### config.mk
export PLATFORM = sky130hd
export DESIGN_NAME = instr_mem_loader
export DESIGN_NICKNAME = d
export VERILOG_FILES = /design/src/rtl/instr_mem_loader.sv
export SDC_FILE = /design/constraint.sdc
export NUM_CORES = 1
export LEC_CHECK = 0
export CORE_ASPECT_RATIO = 0.8
export CORE_MARGIN = 2
export CORE_UTILIZATION = 40
export CTS_CLUSTER_DIAMETER = 40
export DETAILED_ROUTE_END_ITERATION = 16
export PLACE_DENSITY = 0.74
export SETUP_SLACK_MARGIN = 0.15
export SLEW_MARGIN = 20
export SYNTH_ARGS = -nofsm -noshare
export SYNTH_HDL_FRONTEND = slang
export SYNTH_SLANG_ARGS = --single-unit
### constraint.sdc
create_clock -name clk -period 5.35 [get_ports clk]
set_input_delay 1.07 -clock clk [delete_from_list [all_inputs] [get_ports clk]]
set_output_delay 1.07 -clock clk [all_outputs]
set_load 0.03 [all_outputs]
### src/rtl/instr_mem_loader.sv
// rtl/instr_mem_loader.sv - byte-stream program loader driving the instruction memory write port
//
// Receives a frame (16-bit LE word count, 4*N data bytes LSB first, optional
// checksum byte) over a valid/ready handshake and writes each assembled
// 32-bit word to the instruction memory at byte address 4*k.
//
// Optional feature macro: INSTR_LOADER_CHECKSUM_EN (trailing checksum byte,
// sum of data bytes mod 256; mismatch sets error).
//
// Ports:
//   clk, rst_n          clock, asynchronous active-low reset
//   start               one-cycle pulse, begins a session when idle
//   rx_data/valid/ready byte stream handshake
//   mem_we/addr/wdata   instruction memory write port (one-cycle strobe)
//   busy                session in progress
//   done, error         sticky session status, cleared by an accepted start
//   words_loaded        words written in the current or last session
module instr_mem_loader #(
  parameter int DEPTH_WORDS = 256,
  parameter int ADDR_WIDTH  = 32
) (
  input  logic                  clk,
  input  logic                  rst_n,
  input  logic                  start,
  input  logic [7:0]            rx_data,
  input  logic                  rx_valid,
  output logic                  rx_ready,
  output logic                  mem_we,
  output logic [ADDR_WIDTH-1:0] mem_addr,
  output logic [31:0]           mem_wdata,
  output logic                  busy,
  output logic                  done,
  output logic                  error,
  output logic [15:0]           words_loaded
);

  typedef enum logic [2:0] {
    S_IDLE,
    S_CNT_LO,
    S_CNT_HI,
    S_DATA,
    S_CSUM
  } state_t;

  // One bit wider than the count so the capacity compare cannot overflow.
  localparam logic [16:0] DEPTH_LIM = 17'(DEPTH_WORDS);

  state_t      state;
  logic [7:0]  cnt_lo;
  logic [15:0] word_cnt;
  logic [15:0] word_idx;
  logic [1:0]  byte_idx;
  logic [23:0] asm_q;     // bytes 0..2 of the word being assembled
`ifdef INSTR_LOADER_CHECKSUM_EN
  logic [7:0]  sum_q;     // running sum of data bytes
`endif

  logic        accept;
  logic [15:0] n_total;

  // Every non-idle state takes bytes, so ready and busy are the same decode.
  assign rx_ready = (state != S_IDLE);
  assign busy     = (state != S_IDLE);
  assign accept   = rx_valid && rx_ready;
  assign n_total  = {rx_data, cnt_lo};

  always_ff @(posedge clk or negedge rst_n) begin
    if (!rst_n) begin
      state        <= S_IDLE;
      cnt_lo       <= '0;
      word_cnt     <= '0;
      word_idx     <= '0;
      byte_idx     <= '0;
      asm_q        <= '0;
`ifdef INSTR_LOADER_CHECKSUM_EN
      sum_q        <= '0;
`endif
      mem_we       <= 1'b0;
      mem_addr     <= '0;
      mem_wdata    <= '0;
      done         <= 1'b0;
      error        <= 1'b0;
      words_loaded <= '0;
    end else begin
      mem_we <= 1'b0;
      case (state)
        S_IDLE: begin
          if (start) begin
            done         <= 1'b0;
            error        <= 1'b0;
            words_loaded <= '0;
            byte_idx     <= '0;
            word_idx     <= '0;
`ifdef INSTR_LOADER_CHECKSUM_EN
            sum_q        <= '0;
`endif
            state        <= S_CNT_LO;
          end
        end

        S_CNT_LO: begin
          if (accept) begin
            cnt_lo <= rx_data;
            state  <= S_CNT_HI;
          end
        end

        S_CNT_HI: begin
          if (accept) begin
            word_cnt <= n_total;
            if ({1'b0, n_total} > DEPTH_LIM) begin
              // Oversized image: reject before any write happens.
              error <= 1'b1;
              done  <= 1'b1;
              state <= S_IDLE;
            end else if (n_total == 16'd0) begin
`ifdef INSTR_LOADER_CHECKSUM_EN
              state <= S_CSUM;
`else
              done  <= 1'b1;
              state <= S_IDLE;
`endif
            end else begin
              state <= S_DATA;
            end
          end
        end

        S_DATA: begin
          if (accept) begin
`ifdef INSTR_LOADER_CHECKSUM_EN
            sum_q <= sum_q + rx_data;
`endif
            byte_idx <= byte_idx + 2'd1;  // wraps 3 -> 0 for the next word
            case (byte_idx)
              2'd0: asm_q[7:0]   <= rx_data;
              2'd1: asm_q[15:8]  <= rx_data;
              2'd2: asm_q[23:16] <= rx_data;
              default: begin
                mem_we       <= 1'b1;
                mem_wdata    <= {rx_data, asm_q};
                mem_addr     <= ADDR_WIDTH'({word_idx, 2'b00});
                words_loaded <= word_idx + 16'd1;
                word_idx     <= word_idx + 16'd1;
                if (word_idx == word_cnt - 16'd1) begin
`ifdef INSTR_LOADER_CHECKSUM_EN
                  state <= S_CSUM;
`else
                  done  <= 1'b1;
                  state <= S_IDLE;
`endif
                end
              end
            endcase
          end
        end

`ifdef INSTR_LOADER_CHECKSUM_EN
        S_CSUM: begin
          if (accept) begin
            done  <= 1'b1;
            error <= (rx_data != sum_q);
            state <= S_IDLE;
          end
        end
`endif

        default: state <= S_IDLE;
      endcase
    end
  end

endmodule

# After elaboration in Yosys (flattened, before gate mapping)
# Index checks and enable logic that the tools add are counted.
[op_classes]
n_reduce_logical = 20
mux = 30
addsub = 3
n_div = 0
bitwise_logic = 1
multipliers = 0
n_eq_ne = 14
shift = 0
n_lt_le_gt_ge = 1
[ops]
columns = ["op", "n"]
rows = [
  ["16-bit 2-to-1 mux", 3],
  ["16-bit one-hot mux with 2 select lines", 1],
  ["3-bit 2-to-1 mux", 6],
  ["16-bit by 1-bit adder with 16-bit output (second input constant)", 1],
  ["16-bit equality test", 1],
  ["16-bit by 9-bit greater-than comparator with 1-bit output (second input constant)", 1],
  ["16-bit zero test", 1],
  ["16-bit by 1-bit subtractor with 16-bit output (second input constant)", 1],
  ["3-bit AND reduction", 5],
  ["2-bit != test (second input constant)", 7],
  ["1-bit 2-to-1 mux", 12],
  ["3-bit one-hot mux with 4 select lines", 1],
  ["2-bit 2-to-1 mux", 4],
  ["4-bit AND reduction", 2],
  ["7-bit AND reduction", 1],
  ["3-bit by 2-bit equality test with 1-bit output (second input constant)", 2],
  ["6-bit AND reduction", 1],
  ["3-bit nonzero test", 2],
  ["2-bit one-hot mux with 2 select lines", 1],
  ["2-bit AND reduction", 2],
  ["2-bit nonzero test", 2],
  ["3-bit by 1-bit equality test with 1-bit output (second input constant)", 1],
  ["3-bit zero test", 1],
  ["3-bit != test (second input constant)", 1],
  ["other kinds (9)", 9],
]
[word_totals]
mem_count = 0
reg_bits = 120
in_bits = 12
wordCells = 82
mem_bits_ro = 0
output_inout_bits = 85
ram_bits = 0
latchBits = 0

# Logic depth before layout (Yosys ltp)
# Gate-level depths: netlist of the first run.
[depth]
word_depth = 6
depth_mapped = 10
ltp_nobuf = 8

# Worst setup path after synthesis of the first run
# OpenSTA, ideal clock, no wires.
[synth_path]
kind = "input to register"
startpoint = "input rx_valid"
endpoint = "register word_idx[14]"
setup_slack_ns = 2.743
setup_ns = 0.132
arrival_time_ns = 2.475
n_path_buf = 2
required_time_ns = 5.218
cell_stages = 10
cell_sequence = "and3_1 -> buf_2 -> nand2_2 -> inv_1 -> or2_2 -> and4_1 -> clkbuf_1 -> nand3_1 -> xor2_1 -> nor2_1"
[synth_via]
elab_chain_len = 3
[synth_rtl]
columns = ["item", "line_no", "text"]
rows = [
  ["start: declaration", "26", "input logic rx_valid,"],
  ["1-bit logical AND", "64", "assign accept = rx_valid && rx_ready;"],
  ["2-bit != test (no source line)", "n/a", ""],
  ["4-bit AND reduction (no source line)", "n/a", ""],
  ["end signal: assignment", "144", "word_idx <= word_idx + 16'd1;"],
  ["end: declaration", "51", "logic [15:0] word_idx;"],
]
# Every way passes these cells.
# A chain may end at the register's enable or synchronous reset.

# Worst setup path after layout of the first run
[layout_path]
startpoint = "input start"
endpoint = "register word_idx[13]"
[layout_via]
elab_chain_len = 2
[layout_rtl]
columns = ["item", "line_no", "text"]
rows = [
  ["start: declaration", "24", "input logic start,"],
  ["2-bit != test (no source line)", "n/a", ""],
  ["4-bit AND reduction (no source line)", "n/a", ""],
]
# Every way passes these cells.

==> out/summary.md, run 1 <==
The worst setup path is captured at a register. The number of levels in the clock H-tree is 4. The run finished with clean final reports. After clock tree synthesis, the clock-pin slew on the worst setup and hold paths is 0.06 ns. For the maximum clock path buffer count, the log shows 2. Fraction of layout instances using a drive strength above 1: 15.2%. The tools report the effective utilization at floorplan as 41.1%.

The tools report the first-pass GRT wire length as 22.3 mm. Data on the critical path is required at its endpoint by 5.60 ns. Detailed routing inserted a total of 4226 vias. The die footprint was 14900 µm²; the post-synthesis register bit count was 119. The count of pins over their slew limit is 0, and the cell area after technology mapping is 5590 µm². Along the worst path, the maximum fanout reaches 15.

The logs give 0 for the leftover overflow at the end of global routing and 119 for the number of clock sinks. The height of the die is 110 µm, and the final weighted congestion in routability-driven placement is 0.846. The die is 136 µm wide.

The routed design has 13.7 mm of wire. Power density normalized to cell area: 573 nW/µm². Of all flip-flops after synthesis, the portion carrying an async set or reset was 100%. After detailed routing, the number of vias per cell comes to 5.16.

Setup violations remaining at the end of the flow were counted as 0. Antenna violation net count after detailed routing: 0. The count of flip-flops with a built-in enable after synthesis came out at 0. Number of DRC violations after detailed-routing iteration 0: 430. The start point of the worst min-delay path was asm_q[8]. Entering global routing, the biggest net connects 66 pins. The number of buffers created by CTS was 17; the number of antenna violations at the first check in global routing was 0. In this run the worst hold path is classified as reg -> reg. Setup repair after global routing left no endpoint under its margin. Pin placement for this block handled 97 I/O pins. At the pin with the least slew margin, the transition time is 0.903 ns.

In the final layout, the multi-input gates occupy 2380 µm². The worst setup path is of the in -> reg kind. For this run, the number of Yosys warnings is 0. In this run, post-CTS hold repair placed 0 buffers. In the global route stage, overall resource usage came out at 19.7%. The run gives 0 as the final hold violation count. The worst-case IR drop observed on VDD is 0.286 mV.

For the count of max-cap constraint violations, the log shows 0. In this run the core area contains 38 standard-cell rows. The startpoint of the worst register-to-register path was state[1].

The tools report the headroom to the max-slew limit as 39.6%. The clock skew is 0.00886 ns. Hold is met by 0.466 ns. The worst setup path is launched from an input pin.

The clock root buffer master was sky130_fd_sc_hd__clkbuf_16. The post-route clock period utilization is 58.8%. Fill cells in the final layout number 1183. Once the clock tree was built, the resizer swapped 0 gates to a different size. For the number of distinct library cells after synthesis, the log shows 49. Dividing the detail-routed wire length by the instance count gives 16.8 µm. The leakage power of the design is 3.29 nW, and the length of the first detailed-routing pass in iterations is 5. The final layout contains 644 nets. Share of the yosys chip area belonging to registers: 53.2%. Tracing the worst setup path back leads to its startpoint at start. The number of antenna diodes in the final layout is 0.

Post-CTS timing repair inserted 0 buffers for setup. TritonCTS built the clock tree. Post-DP HPWL: 9.12 mm. The time the worst path needs with I/O delays and setup was 3.15 ns. The sequential cells in the finished layout cover a total of 2980 µm².

For this run, design rule violations remaining after detail routing come to 0. For the number of global-route vias before repair, the log shows 4243. The clock reaches the later pin of the worst-skew pair after 0.42 ns. The count of port buffers added during placement is 80, and the arrival time reported for the critical path endpoint is 3.39 ns. In the final timing run, aggregate negative setup slack is 0 ns. The synthesis-to-finish area growth is 26.7%. For the synthesized netlist cell count, the log shows 553. The placeable core area is 13600 µm². The commonest register cell after synthesis was sky130_fd_sc_hd__dfrtp_1. The highest attainable clock frequency was 318 MHz. The mean area per synthesized cell is 10.1 µm².
-- flip-flops by register name (all words and copies together), names as in the netlist, 2 cells and up --
| register | flops |
|---|---|
| word_idx | 16 |
| byte_idx | 2 |
| mem_wdata | 32 |
| word_cnt | 16 |
| state | 2 |
| cnt_lo | 8 |
| asm_q | 24 |
| mem_addr | 16 |
-- metrics by stage --
step | utilization (%) | setup WS, ns | instances | area [µm²] | power, mW
final | 52.1 | 2.20 | 819 | 7090 | 4.06
after floorplan | - | 2.74 | 568 | 5650 | 2.34
after CTS | 52.1 | 2.23 | 819 | 7090 | 4.08
after global placement | 47.5 | 1.93 | 787 | 6460 | 2.79
after global routing | 52.1 | 1.95 | 819 | 7090 | 4.29
after detailed placement | 47.5 | 1.84 | 787 | 6460 | 2.85
-- synth_stat cells, types with 2 or more instances --
cell type | n | share of area [%]
sky130_fd_sc_hd__o31ai_1 | 2 | 0.27
sky130_fd_sc_hd__a22o_1 | 2 | 0.31
sky130_fd_sc_hd__a221oi_1 | 2 | 0.31
sky130_fd_sc_hd__nor2b_1 | 2 | 0.22
sky130_fd_sc_hd__nor4_1 | 8 | 0.89
sky130_fd_sc_hd__nand2_1 | 157 | 11
sky130_fd_sc_hd__nor3b_2 | 2 | 0.45
sky130_fd_sc_hd__nor4b_1 | 2 | 0.31
sky130_fd_sc_hd__buf_1 | 4 | 0.27
sky130_fd_sc_hd__inv_1 | 13 | 0.87
sky130_fd_sc_hd__nand3_1 | 9 | 0.81
sky130_fd_sc_hd__o211ai_1 | 2 | 0.27
sky130_fd_sc_hd__xor2_1 | 17 | 2.7
sky130_fd_sc_hd__nand3b_1 | 4 | 0.54
sky130_fd_sc_hd__buf_4 | 18 | 2.4
sky130_fd_sc_hd__clkbuf_1 | 21 | 1.4
sky130_fd_sc_hd__dfrtp_1 | 119 | 53
sky130_fd_sc_hd__nor2_1 | 25 | 1.7
sky130_fd_sc_hd__xnor2_1 | 14 | 2.2
sky130_fd_sc_hd__a31oi_1 | 4 | 0.45
sky130_fd_sc_hd__o311ai_0 | 2 | 0.31
sky130_fd_sc_hd__a21oi_1 | 11 | 0.98
sky130_fd_sc_hd__or2_2 | 4 | 0.45
sky130_fd_sc_hd__nand4_1 | 6 | 0.67
sky130_fd_sc_hd__o21ai_0 | 13 | 1.2
sky130_fd_sc_hd__mux2_2 | 50 | 10
sky130_fd_sc_hd__or3_1 | 4 | 0.45
sky130_fd_sc_hd__ha_1 | 6 | 1.3
sky130_fd_sc_hd__nor3_1 | 8 | 0.72
sky130_fd_sc_hd__and4_1 | 3 | 0.47
-- per-layer routing --
metal | vias to the layer above | global-route usage [%] | routed length (µm) | part of all wire (%)
met5 | - | 0 | 0 | 0
met2 | 128 | 30.8 | 6580 | 48
met4 | 0 | 6.55 | 197 | 1.4
li1 | 1969 | - | - | -
met3 | 20 | 4.89 | 665 | 4.8
met1 | 2109 | 27.0 | 6300 | 46
-- final cells by class --
class | instances | share of cell area [%]
timing repair buffer | 84 | 11.7
clock inverter | 14 | 2.82
tap | 180 | 3.18
sequential | 119 | 42.0
multi-input combinational | 391 | 33.5
inverter | 13 | 0.689
clock buffer | 18 | 6.06
-- worst max-delay path, cell delays in order --
cell and delay [ns]:
sky130_fd_sc_hd__clkdlybuf4s50_1 0.49, sky130_fd_sc_hd__nor3b_2 0.74, sky130_fd_sc_hd__nor2_1 0.22, sky130_fd_sc_hd__nor3b_2 0.47, sky130_fd_sc_hd__nand2_1 0.14, sky130_fd_sc_hd__xor2_1 0.19
sky130_fd_sc_hd__nor2_1 0.08
-- cells by family (layout without fill, tap and decap cells) --
logic type | after synthesis | after routing | synth area share, %
flip-flops | 119 | 119 | 53.2
buffers and inverters | 58 | 129 | 5.26
other | 1 | 16 | 0.0670
adder cells (fa/ha/maj) | 6 | 6 | 1.34
multiplexers | 50 | 50 | 10.1
XOR/XNOR | 31 | 31 | 4.85
AO/OA/AOI/OAI | 45 | 45 | 5.39
AND/OR/NAND/NOR | 243 | 243 | 19.8
-- report_power, final --
group	internal (mW)	leakage [nW]	switching, mW
sequential	1.21	1.52	0.250
clock	0.783	0.297	0.425
combinational	0.620	1.48	0.775
total	2.61	3.29	1.45
-- cell usage in the layout, fill, tap and decap left out, types with 8 or more instances in the layout --
cell type and instances:
sky130_fd_sc_hd__mux2_2 50, sky130_fd_sc_hd__dfrtp_1 119, sky130_fd_sc_hd__inv_1 12, sky130_fd_sc_hd__o21ai_0 13, sky130_fd_sc_hd__a21oi_1 11, sky130_fd_sc_hd__nor3_1 8
sky130_fd_sc_hd__xnor2_1 14, sky130_fd_sc_hd__nor4_1 8, sky130_fd_sc_hd__clkdlybuf4s50_1 79, sky130_fd_sc_hd__nand2_1 157, sky130_fd_sc_hd__conb_1 16, sky130_fd_sc_hd__nand3_1 9
sky130_fd_sc_hd__xor2_1 17, sky130_fd_sc_hd__nor2_1 25, sky130_fd_sc_hd__clkbuf_16 17
-- path summary, 6_finish.rpt --
| check | end | slack (ns) | cells after the start |
|---|---|---|---|
| setup reg to reg | word_idx[13] | 2.75 | 6 |
| hold reg to reg | mem_wdata[8] | 0.47 | 2 |
| max in group asynchronous | word_cnt[5] | 3.36 | 2 |
| min in group asynchronous | mem_addr[12] | 0.76 | 1 |
| setup / recovery | word_idx[13] | 2.20 | 7 |
| hold / removal | mem_wdata[8] | 0.47 | 2 |
Note: power is estimated with default switching activity, not from simulation.
==> run 2, diff against run 1 <==
- clock period: 5.35 -> 2.9 ns (I/O delays scaled with it)
==> out/summary.md, run 2 (synthesis results as in run 1) <==
Maximum number of pins on one net before global-route repair: 66 (unchanged). The run gives 97 (unchanged) as the number of top-level pins. Antenna violation net count after detailed routing: 0 (unchanged).

Leaving out fill and tap cells, the most frequent cells in the layout are 157 x sky130_fd_sc_hd__nand2_1, 119 x sky130_fd_sc_hd__dfrtp_1, 79 x sky130_fd_sc_hd__clkdlybuf4s50_1. The tools report the footprint of the multi-input gates as 2380 µm² (unchanged). Detailed-route vias per instance: 5.17 (about the same). STA classifies the critical path startpoint as a register.

The type of the worst setup path is reg -> reg. The slew at the pin closest to its max-slew limit is 0.716 ns (-0.186 ns). The fraction of layout instances using a drive strength above 1 was 16.8% (+1.6 points).

For the headroom to the max-slew limit, the log shows 52.2% (+13 points). TritonCTS built the clock tree. The run gives 2.69 mW (+85%) as the switching power. The average wire per standard cell was 16.6 µm (-0.92%); the total power was 7.36 mW (+81%). The die footprint came out at 14900 µm² (unchanged). Kind of path behind the tightest hold check: in -> async.

The clock-pin slew on the worst setup and hold paths works out to 0.06 ns (about the same). The arrival time reported for the critical path endpoint was 2.88 ns (-0.51 ns). The sequential cell fraction of total power is 36.5% (+0.6 points), and the count of port buffers added during placement is 80 (unchanged). The run finished with clean final reports. Most common cell after layout, fill and taps aside: sky130_fd_sc_hd__nand2_1. The net count of the finished layout is 655 (+1.7%).

For the post-DP HPWL, the log shows 9.38 mm (+2.8%). For the number of buffers created by CTS, the log shows 17 (unchanged). For the number of setup buffers added after CTS, the log shows 0 (unchanged). First-pass GRT wire length: 22.7 mm (+1.8%). The number of global-route vias before repair was 4359 (+2.7%); the height of the die was 110 µm (unchanged).

The run gives 0.41 ns (about the same) as the clock latency on the worst-skew pair. The logs give 4287 (+1.4%) for the total number of vias and 3.33 nW (+1.2%) for the leakage power of the design. The count of pins over their slew limit was 0 (unchanged). The run gives 0.218 ns (-0.248 ns) as the final worst hold slack. The largest registers in the layout are mem_wdata: 32 flops, asm_q: 24 flops. For the data required time of the worst path, the log shows 3.23 ns (-2.37 ns).

The tools report the clock root buffer master as sky130_fd_sc_hd__clkbuf_16. The number of gates resized after cts is 0 (unchanged), and the internal portion of total power is 4.67 mW (+79%). The critical-path maximum fanout was 8 (-7); the flip-flop count of the largest register, all copies and words added was 32 (unchanged).

The final instance area was 7140 µm² (+0.76%). The remaining design rule violation count is 0 (unchanged), and the final hold violation count is 0 (unchanged). The overall routed net length was 13.8 mm (+0.41%).

The worst IR drop on VDD came out at 0.500 mV (+75%). The die span in x was 136 µm (unchanged); the power density normalized to cell area was 1030 nW/µm² (+80%). Setup total negative slack: 0 ns (unchanged). The logs give 0.00925 ns (+0.000390 ns) for the clock skew and 0 (unchanged) for the number of antenna violations at the first check in global routing. The final critical path takes up 87.8% of the cycle. The antenna cell count came out at 0 (unchanged). The run gives 4 (-1) as the length of the first detailed-routing pass in iterations. The run gives 0 (unchanged) as the leftover overflow at the end of global routing. The smallest clock period supported by the final layout is computed as 2.55 ns.

The share of total power in combinational logic was 35.3% (+0.9 points); the synthesis-to-finish area growth was 27.7%. The area after detailed placement is 6550 µm² (+1.5%). The tools report the final weighted congestion in routability-driven placement as 0.874 (+3.3%). Setup repair after global routing left no endpoint under its margin. The tools report the type of destination of the critical path as a register.

The total routing usage reported by global routing was 19.8% (+0.082 points); the number of hold buffers added after cts was 0 (unchanged). The area used by sequential logic in the layout is 2980 µm² (unchanged). The number of levels in the clock H-tree is 4 (unchanged), and the number of clock sinks is 119 (unchanged).

The count of max-cap constraint violations was 0 (unchanged). The logs give 393 MHz for the highest attainable clock frequency and 13600 µm² (unchanged) for the placeable core area. The logs give 38 (unchanged) for the number of rows in the core area and 28.2% (-1.6 points) for the relative contribution of the clock network to total power. The number of cells on the worst reg-to-reg path is 8 (+2), and the effective utilization at floorplan is 41.1% (unchanged). The final number of setup-violating endpoints was 0 (unchanged); the number of DRC violations after detailed-routing iteration 0 was 259 (-40%). The maximum clock path buffer count came out at 2 (unchanged).

The register ranked first by flip-flop count was mem_wdata. The run gives 1195 (+1.0%) as the number of fillers in the final layout. The switching power share of the total came out at 36.5% (+0.81 points).
run 2: layout make-up:
class / count / area share [%]
timing repair buffer: 95 / 12.9
tap: 180 / 3.15
sequential: 119 / 41.7
multi-input combinational: 391 / 33.3
clock buffer: 18 / 6.15
clock inverter: 14 / 2.09
inverter: 13 / 0.683
run 2: path summary, 6_finish.rpt:
kind                        startpoint            end  slack, ns
setup / recovery           word_cnt[0]           done       0.35
hold / removal                   rst_n   mem_addr[15]       0.22
setup reg to reg           word_cnt[0]           done       0.35
hold reg to reg               asm_q[8]   mem_wdata[8]       0.45
max in group asynchronous        rst_n  mem_wdata[14]       1.90
min in group clk              asm_q[8]   mem_wdata[8]       0.45
run 2: worst max-delay path: stages (launching register included):
cell and delay, ns:
sky130_fd_sc_hd__dfrtp_1 0.47, sky130_fd_sc_hd__inv_1 0.09, sky130_fd_sc_hd__ha_1 0.24, sky130_fd_sc_hd__nor4b_4 0.41
sky130_fd_sc_hd__o311ai_0 0.26, sky130_fd_sc_hd__a221oi_1 0.37, sky130_fd_sc_hd__nor2_1 0.17, sky130_fd_sc_hd__nor4_1 0.31
sky130_fd_sc_hd__o2bb2ai_1 0.14
run 2: per-layer routing:
| metal | track usage, % | part of all wire, % | vias up |
|---|---|---|---|
| met4 | 6.99 | 1.8 | 0 |
| met2 | 31.0 | 47 | 128 |
| met1 | 27.2 | 46 | 2136 |
| met3 | 4.43 | 4.9 | 30 |
| li1 | - | - | 1993 |
| met5 | 0 | 0 | - |
run 2: per-stage QoR:
step / worst slack [ns] / utilization, % / std cells
finish: 0.353 / 52.5 / 830
global route: 0.195 / 52.5 / 830
CTS: 0.371 / 52.5 / 830
detailed placement: 0.313 / 48.2 / 798
global placement: 0.373 / 48.2 / 798
floorplan: 0.620 / - / 568
run 2: power by group through the flow:
stage                     combinational (mW)  sequential (mW)  clock [mW]
after floorplan                         1.21             3.11           0
final                                   2.60             2.68        2.08
after global placement                  2.49             2.67           0
after global routing                    2.83             2.76        2.19
after CTS                               2.61             2.68        2.12
after detailed placement                2.58             2.70           0
==> run 3, diff against run 2 <==
- CORE_MARGIN: 2 -> 1
==> out/summary.md, run 3 (synthesis results as in run 1) <==
The flow ran to the end, and the final reports show no timing, DRC or antenna violations. STA classifies the critical path startpoint as a register. The slew at the pin closest to its max-slew limit works out to 0.562 ns (-0.154 ns).

For the maximum clock path buffer count, the log shows 2 (unchanged). For the leftover overflow at the end of global routing, the log shows 0 (unchanged). Setup repair after global routing left no endpoint under its margin. The die footprint was 14500 µm² (-3.3%). The tools report the highest attainable clock frequency as 395 MHz (+0.54%). Critical-path maximum fanout: 8 (unchanged). The first element of the critical path is word_cnt[0]. For the number of top-level pins, the log shows 97 (unchanged). Among all stages on the critical path, the largest delay is contributed by sky130_fd_sc_hd__or4b_4. Leaving out fill and tap cells, the most frequent cells in the layout are 157 x sky130_fd_sc_hd__nand2_1, 119 x sky130_fd_sc_hd__dfrtp_1, 79 x sky130_fd_sc_hd__clkdlybuf4s50_1. The logs give 658 (+0.46%) for the net count of the finished layout and 52.9% (+0.35 points) for the final standard cell utilization of the core.

The number of global-route vias before repair was 4351 (-0.18%); the post-route clock period utilization was 87.4% (-0.47 points). The number of antenna violations at the first check in global routing was 0 (unchanged); the clock skew was 0.00711 ns (-0.00214 ns). The number of rows in the core area was 38 (unchanged); the delay contributed by the slowest stage of the critical path was 0.53 ns (+0.06 ns). Maximum number of pins on one net before global-route repair: 54 (-18%).

The largest registers in the layout are mem_wdata: 32 flops, asm_q: 24 flops. In this run the worst hold path is classified as in -> async. The placeable core area is 13600 µm² (unchanged). The run gives 13.7 mm (-0.45%) as the overall routed net length. The antenna cell count is 0 (unchanged). The number of setup buffers added after CTS was 0 (unchanged).

The post-DP HPWL is 9.34 mm (-0.41%). Walking the worst path, the cells encountered are inv_1, ha_1, or4b_4, or3_1, a21o_1, a31oi_4, nor4_1, o2bb2ai_1. Kind of cell with the highest combined delay on the critical path: simple AND/OR/NAND/NOR gates. The run gives 0 (unchanged) as the final number of setup-violating endpoints. The worst setup path is captured at a register. The total routing usage reported by global routing is 20.6% (+0.78 points).

TritonCTS built the clock tree. The average wire per standard cell came out at 16.5 µm (-0.81%). The logs give 4255 (-0.75%) for the total number of vias and 0.548 mV (+9.6%) for the worst IR drop on VDD. Type of the worst setup path: reg -> reg. The run gives 62.5% (+10 points) as the headroom to the max-slew limit. The arrival time reported for the critical path endpoint is 2.83 ns (-0.05 ns), and the time the worst path needs with I/O delays and setup is 2.53 ns (-0.0136 ns).

Die span in x: 134 µm (-1.5%). The flip-flop count of the largest register, all copies and words added was 32 (unchanged); the detailed-route vias per instance was 5.11 (-1.1%). The power density normalized to cell area is 1030 nW/µm² (-0.20%), and the final weighted congestion in routability-driven placement is 0.810 (-7.3%). The final hold violation count is 0 (unchanged), and the count of buffer and inverter cells on the critical path is 1 (unchanged).

The logs give 1195 (unchanged) for the number of fillers in the final layout and 341 (+32%) for the number of DRC violations after detailed-routing iteration 0. The fraction of layout instances using a drive strength above 1 works out to 17.2% (+0.38 points). The logs give 833 (+0.36%) for the final cell count without fillers and 0 (unchanged) for the antenna violation net count after detailed routing. The first-pass GRT wire length was 22.5 mm (-0.64%). The logs give 119 (unchanged) for the number of clock sinks and 41.1% (unchanged) for the effective utilization at floorplan.

The count of pins over their slew limit is 0 (unchanged). The tools report the cell count after placement as 801 (+0.38%). The tools report the clock root buffer master as sky130_fd_sc_hd__clkbuf_16. Ranked by flip-flop count, first place goes to mem_wdata.

Compared with the post-synthesis result, the final layout area differs by 28.5%. The number of hold buffers added after cts is 0 (unchanged), and the clock-pin slew on the worst setup and hold paths is 0.05 ns (about the same). For the remaining design rule violation count, the log shows 0 (unchanged).

The length of the first detailed-routing pass in iterations is 4 (unchanged). The number of gates resized after cts is 0 (unchanged), and the number of buffers created by CTS is 17 (unchanged). The run gives 0.42 ns (about the same) as the clock latency on the worst-skew pair. The most common cell after layout, fill and taps aside was sky130_fd_sc_hd__nand2_1.

For the final worst hold slack, the log shows 0.0983 ns (-0.120 ns). The setup total negative slack came out at 0 ns (unchanged). The leakage power of the design is 3.36 nW (+0.93%), and the count of max-cap constraint violations is 0 (unchanged). The tools report the data required time of the worst path as 3.20 ns (-0.03 ns). The count of port buffers added during placement was 80 (unchanged).

The height of the die came out at 108 µm (-1.8%). For the number of levels in the clock H-tree, the log shows 4 (unchanged). The startpoint of the worst register-to-register path is word_cnt[0].
==> run 3: worst register-to-register path, stage by stage (launching register included) <==
cell	delay, ns
sky130_fd_sc_hd__dfrtp_1	0.48
sky130_fd_sc_hd__inv_1	0.10
sky130_fd_sc_hd__ha_1	0.24
sky130_fd_sc_hd__or4b_4	0.53
sky130_fd_sc_hd__or3_1	0.39
sky130_fd_sc_hd__a21o_1	0.23
sky130_fd_sc_hd__a31oi_4	0.24
sky130_fd_sc_hd__nor4_1	0.09
sky130_fd_sc_hd__o2bb2ai_1	0.13
==> run 3: layout make-up <==
class                      count  area [µm²]  area share (%)
clock buffer                  22         494            6.88
clock inverter                10         119            1.65
inverter                      13        48.8           0.679
multi-input combinational    391        2380            33.1
sequential                   119        2980            41.4
tap                          180         225            3.13
timing repair buffer          98         946            13.2
==> run 3: report_power, final <==
part	switching, mW	internal (mW)	total (mW)	leakage, nW
Clock	0.758	1.38	2.14	0.294
Sequential	0.457	2.23	2.68	1.52
Combinational	1.42	1.16	2.58	1.55
==> run 3: final timing paths <==
kind,cells past startpoint,to,slack (ns)
worst max-delay path,8,done,0.37
worst min-delay path,1,mem_addr[12],0.1
worst max register to register,8,done,0.37
worst min register to register,2,mem_wdata[13],0.46
max in group asynchronous,2,mem_wdata[23],1.92
min in group clk,2,mem_wdata[13],0.46
==> run 3: metal layers <==
layer	GRT usage, %	routed length (µm)
met1	27.6	6450
met5	0	0
met4	7.62	256
met2	31.8	6360
met3	5.65	680
==> run 3: per-stage QoR <==
| step | instance area (µm²) | total power [mW] | setup WS [ns] |
|---|---|---|---|
| after floorplan | 5650 | 4.31 | 0.620 |
| after global placement | 6580 | 5.15 | 0.376 |
| after detailed placement | 6580 | 5.26 | 0.322 |
| after CTS | 7190 | 7.45 | 0.364 |
| after global routing | 7190 | 7.81 | 0.201 |
| final | 7190 | 7.40 | 0.367 |
